<file path="src/rtl/irq_ctrl_6502.sv">
// Memory-mapped interrupt controller for the 6502 bus: edge-captured pending bits, mask,
// write-1-to-clear ACK and a priority VECTOR register. Optional macro IRQ_CTRL_6502_AUTOACK_EN.
module irq_ctrl_6502 #(
  parameter int unsigned BaseAddress   = 0,
  parameter int unsigned NumSources    = 8,
  parameter int unsigned address_width = 16,
  parameter int unsigned data_width    = 8
) (
  input  logic                     clk_i,
  input  logic                     reset_i,
  input  logic [address_width-1:0] address_i,
  input  logic [data_width-1:0]    data_i,
  output logic [data_width-1:0]    data_o,
  input  logic                     rd_wr_i,
  input  logic [NumSources-1:0]    irq_src_i,
  output logic                     irq_n_o
);

  localparam logic [address_width-1:0] AddrStatus = address_width'(BaseAddress);
  localparam logic [address_width-1:0] AddrMask   = address_width'(BaseAddress + 1);
  localparam logic [address_width-1:0] AddrAck    = address_width'(BaseAddress + 2);
  localparam logic [address_width-1:0] AddrVector = address_width'(BaseAddress + 3);

  logic [NumSources-1:0] src_q, pending_q, mask_q;
  logic [NumSources-1:0] rise, masked, ack_clr, auto_clr, pending_d, mask_d;
  logic [data_width-1:0] vector, rd_data;
  logic                  wr_mask, wr_ack;

  assign rise    = irq_src_i & ~src_q;
  assign masked  = pending_q & mask_q;
  assign wr_mask = rd_wr_i && (address_i == AddrMask);
  assign wr_ack  = rd_wr_i && (address_i == AddrAck);
  assign ack_clr = wr_ack ? data_i[NumSources-1:0] : '0;
  assign mask_d  = wr_mask ? data_i[NumSources-1:0] : mask_q;

`ifdef IRQ_CTRL_6502_AUTOACK_EN
  logic rd_vec;
  assign rd_vec   = !rd_wr_i && (address_i == AddrVector);
  // Lowest set bit of masked is exactly the source VECTOR reports.
  assign auto_clr = rd_vec ? (masked & (~masked + NumSources'(1))) : '0;
`else
  assign auto_clr = '0;
`endif

  // A rising edge in the same cycle as a clear keeps the bit set.
  assign pending_d = (pending_q & ~ack_clr & ~auto_clr) | rise;

  always_comb begin
    vector = 8'hFF;
    for (int i = int'(NumSources) - 1; i >= 0; i--) begin
      if (masked[i]) vector = data_width'(i);
    end
  end

  always_comb begin
    rd_data = '0;
    if (address_i == AddrStatus) begin
      rd_data = data_width'(pending_q);
    end else if (address_i == AddrMask) begin
      rd_data = data_width'(mask_q);
    end else if (address_i == AddrVector) begin
      rd_data = vector;
    end
  end

  always_ff @(posedge clk_i or negedge reset_i) begin
    if (!reset_i) begin
      src_q     <= '0;
      pending_q <= '0;
      mask_q    <= '0;
      data_o    <= '0;
      irq_n_o   <= 1'b1;
    end else begin
      src_q     <= irq_src_i;
      pending_q <= pending_d;
      mask_q    <= mask_d;
      irq_n_o   <= ~|masked;
      if (!rd_wr_i) data_o <= rd_data;
    end
  end

endmodule

</file>
<file path="config.mk">
export PLATFORM = sky130hd
export DESIGN_NAME = irq_ctrl_6502
export DESIGN_NICKNAME = d
export VERILOG_FILES = /design/src/rtl/irq_ctrl_6502.sv
export SDC_FILE = /design/constraint.sdc
export NUM_CORES = 1
export LEC_CHECK = 0
export CORE_MARGIN = 4
export CORE_UTILIZATION = 47
export CTS_CLUSTER_SIZE = 20
export DETAILED_ROUTE_END_ITERATION = 10
export PLACE_DENSITY_LB_ADDON = 0.3
export SLEW_MARGIN = 25
export SYNTH_ARGS = -nofsm -noshare
export SYNTH_HDL_FRONTEND = slang
export SYNTH_SLANG_ARGS = --single-unit
</file>
<file path="constraint.sdc">
create_clock -name clk_i -period 1.7 [get_ports clk_i]
set_input_delay 0.425 -clock clk_i [delete_from_list [all_inputs] [get_ports clk_i]]
set_output_delay 0.425 -clock clk_i [all_outputs]
set_load 0.005 [all_outputs]
</file>
Word-level counts from Yosys, hierarchy flattened
Cells that the tools add are included.
- register bits after elaboration: 33
- bits in latches: 0
- RAM bits: 0
- bits in read-only memories: 0
- input bits: 35
- output and inout port bits: 9
- logic and storage cells: 31
- memories: 0
- add/subtract/negate cells: 0
- $mul: 0
- divide/modulo/power cells: 0
- order comparisons: 0
- eq/ne operators: 3
- shifts and indexed selects: 0
- multiplexer cells: 12
- bitwise gates (word level): 6
- reductions and logical operators: 5
- operators by type and width (kind ; count):
    two-way mux 8 bit ; 12
    == test 16 x 2 -> 1 bit, second input constant ; 2
    bitwise AND 8 bit ; 3
    == test 16 x 1 -> 1 bit, second input constant ; 1
    logical NOT 16 bit ; 1
    inverter 8 bit ; 2
    OR 8 bit ; 1
    OR reduction 8 bit ; 1
    logical AND 1 bit ; 2
    logical NOT 1 bit ; 1

Logic depth before layout (Yosys ltp)
- depth in word-level cells: 12
- depth in mapped cells: 6

Least setup slack after synthesis
Ideal clock, no wire load.
- path type: input to register
- start point: input port address_i[9]
- end point: register mask_q[0]
- setup time: 125 ps
- arrival time: 1526 ps
- path slack: 49 ps
- stages on the path: 4
- buffers on the path: 0
- cells stage by stage: nor4_2 > and4_4 > nand4b_4 > mux2_4
- cells in the longest elaborated chain, start to end: 2
- ends and longest elaborated chain (what ; RTL line ; RTL):
    start: declaration ; 11 ; input logic [address_width-1:0] address_i,
    == test 16 x 1 -> 1 bit ; 31 ; assign wr_mask = rd_wr_i && (address_i == AddrMask);
    logical AND 1 bit ; 31 ;
    end signal: assignment ; 76 ; mask_q <= mask_d;
    end: declaration ; 24 ; logic [NumSources-1:0] src_q, pending_q, mask_q;
Every way passes these cells.
A chain may end at the register's enable or synchronous reset.

Worst setup path in the final report
- start point: input port address_i[6]
- end point: register mask_q[5]
The elaborated chain is that of the path after synthesis.

==> flow_metrics.env <==
export IMPL_antenna_found_initial=0
export IMPL_synthFlopType="dfrtp_1"
export IMPL_synth_edf_count=0
export IMPL_place_ws_ns=-0.555
export IMPL_ys_warn_count=0
export IMPL_drc=0
export IMPL_n_antenna_cell=0
export IMPL_routedWlPerCell_um=15.7
export IMPL_synth_compound_area_share=0.182
export IMPL_first_global_vias=1475
export IMPL_clockRootBuffer="clkbuf_4"
export IMPL_tightestPinTransition_ns=0.350
export IMPL_critical_path_class="input pin to register"
export IMPL_muxShareOfSynthArea=0.0770
export IMPL_hold_slack_ns=0.351
export IMPL_numCtsBuffers=5
export IMPL_postRouteAntennaNets=0
export IMPL_synthCells=145
export IMPL_wl_met2_um=2150
export IMPL_fmax_mhz=597
export IMPL_nFillCells=250
export IMPL_die_h_um=65.6
export IMPL_hold_class="input pin to async pin"
export IMPL_synthesis_nets=180
export IMPL_drv_slew=0
export IMPL_die_area_mm2=0.00431
export IMPL_relSlewSlack=0.766
export IMPL_cts_sinks=33
export IMPL_clockBufferDepth=2
export IMPL_synth_cell_type_count=32
export IMPL_clkTransAtPathRegs_ns=0.10
export IMPL_status="completed"
export IMPL_total_power_mw=1.45
export IMPL_worstPathArrival_ns=1.90
export IMPL_cellLeakagePower_nw=1.06
export IMPL_layout_commonest_cell="dfrtp_1"
export IMPL_mostFrequentLayoutCells="dfrtp_1 (32), clkdlybuf4s50_1 (29), buf_4 (19)"
export IMPL_ys_ff_latch=33
export IMPL_vias=1367
export IMPL_synth_top_family_by_area="compound AO/OA/AOI/OAI gates"
export IMPL_clock_skew_ns=0.00761
export IMPL_crit_path_end="mask_q[5]$_DFFE_PN0P_"
export IMPL_fin_cells=255
export IMPL_yosys_area_share_simple=0.160
export IMPL_drive_gt1_frac=0.223
export IMPL_fin_ws_ns=0.0236
export IMPL_drtPass1Iterations=4
export IMPL_grt_overflow_total=0
export IMPL_core_area_mm2=0.00310
export IMPL_crit_required_ns=1.92
export IMPL_place_area_mm2=0.00215
export IMPL_maxCapViolations=0
export IMPL_finalSetupViolCount=0
export IMPL_cp_start_kind="input pin"
export IMPL_avgSynthCellArea_um2=10.8
export IMPL_powerDensity_mw_per_mm2=633
export IMPL_grt_pass1_wl_um=6790
export IMPL_fin_crit_sh=0.986
export IMPL_synth_area_mm2=0.00156
export IMPL_peakVddDrop_mv=0.502
export IMPL_routed_via_density=5.36
export IMPL_worst_setup_path_end_kind="register"
export IMPL_fp_dieW_um=65.6
export IMPL_dr_wl_met3_um=150
export IMPL_hold_violations=0
export IMPL_drt_met1_wl_um=1650
export IMPL_final_area_mm2=0.00229
export IMPL_start_util=0.503
export IMPL_top_layer_used="met4"
export IMPL_crit_start="address_i[6]"
export IMPL_ys_seq_area_frac=0.530
export IMPL_grt_total_usage=0.207
export IMPL_final_core_util=0.738
export IMPL_worst_r2r_path_depth=6
export IMPL_reg2reg_slack_ns=0.11
export IMPL_r2r_end="data_o[3]$_DFFE_PN0N_"
export IMPL_io_pins=44
export IMPL_tritoncts="built"
export IMPL_layout_nets=246
export IMPL_dp_hpwl_um=2930
export IMPL_drt_iter0_markers=76
export IMPL_wl_um=4010
export IMPL_ys_async_sr_fraction=1.00
export IMPL_dp_cells=242
export IMPL_ctsHtreeMaxLevel=2
export IMPL_grt_max_degree=28
export IMPL_yosys_area_share_xor_xnor=0
export IMPL_rsz0062_at_grt="false"
export IMPL_reg2reg_from="mask_q[5]$_DFFE_PN0P_"
export IMPL_synthAdderAreaFrac=0
export IMPL_io_buffers=43
export IMPL_rows=20
export IMPL_gp_congestion=0.818
export IMPL_finalSetupTns_ns=0
export IMPL_clock_latency_ns=0.33
export IMPL_finalCriticalPeriod_ns=1.68
export IMPL_cp_max_fo=8
export IMPL_area_growth_synth_to_final_pct=46.7
[logic make-up (layout without fill, tap and decap cells)]
family / after synthesis / after routing
AO/OA/AOI/OAI: 39 / 39
buffers and inverters: 20 / 86
flip-flops: 33 / 33
multiplexers: 8 / 8
AND/OR/NAND/NOR: 45 / 45
[sequential cells by signal, summed over array words and instances (netlist names)]
register	count
data_o	8
src_q	8
irq_n_o	1
pending_q	8
mask_q	8
[power by group]
| group | total (mW) | switching, mW | internal, mW |
|---|---|---|---|
| Clock | 0.447 | 0.252 | 0.195 |
| Sequential | 0.806 | 0.00558 | 0.800 |
| Combinational | 0.195 | 0.0844 | 0.111 |
[synthesized netlist by cell type, types with 2 or more instances]
cell type | instances | area [um^2]
and3_1 | 2 | 12.5
a21oi_1 | 9 | 45.0
a32oi_1 | 2 | 17.5
a211oi_1 | 4 | 30.0
inv_1 | 14 | 52.6
a21o_1 | 5 | 37.5
mux2_4 | 8 | 120
nand2_1 | 15 | 56.3
dfrtp_1 | 32 | 801
nor2b_1 | 3 | 18.8
a31oi_1 | 2 | 12.5
clkbuf_1 | 4 | 15.0
nor4_2 | 3 | 37.5
a22o_1 | 9 | 78.8
nor2_1 | 13 | 48.8
a22oi_1 | 2 | 15.0
nor3_1 | 3 | 15.0
[critical path, cell delays in order]
cell,delay [ns]
dlygate4sd2_1,0.25
nor4_2,0.32
and4_4,0.30
nand4b_4,0.24
mux2_4,0.36
[worst min-delay path by stage]
stage / cells past startpoint / endpoint
final: 1 / data_o[5]$_DFFE_PN0N_
after global routing: 1 / data_o[6]$_DFFE_PN0N_
after CTS: 1 / data_o[6]$_DFFE_PN0N_
after detailed placement: 2 / data_o[1]$_DFFE_PN0N_
after global placement: 2 / data_o[2]$_DFFE_PN0N_
after floorplan: 0 / data_o[0]$_DFFE_PN0N_
[routing by layer]
layer  global-route usage  up-vias
met5                    0        -
met4               0.0751        0
met3               0.0632        8
met2                0.353       37
met1                0.246      673
li1                     -      649
[area by class of cell]
class / count / area, um^2 / area share
inverter: 14 / 52.6 / 0.0230
clock buffer: 7 / 55.1 / 0.0241
sequential: 33 / 827 / 0.361
timing repair buffer: 65 / 609 / 0.266
multi-input combinational: 92 / 689 / 0.301
tap: 44 / 55.1 / 0.0241
[repair_timing]
action | in CTS | in global routing
gates resized for setup | 14 | 11
pin swaps | 5 | 3
setup buffers | 4 | 2
hold buffers | 0 | 0
setup endpoints to repair | 17 | 24
Note: power is estimated with default switching activity, not from simulation.
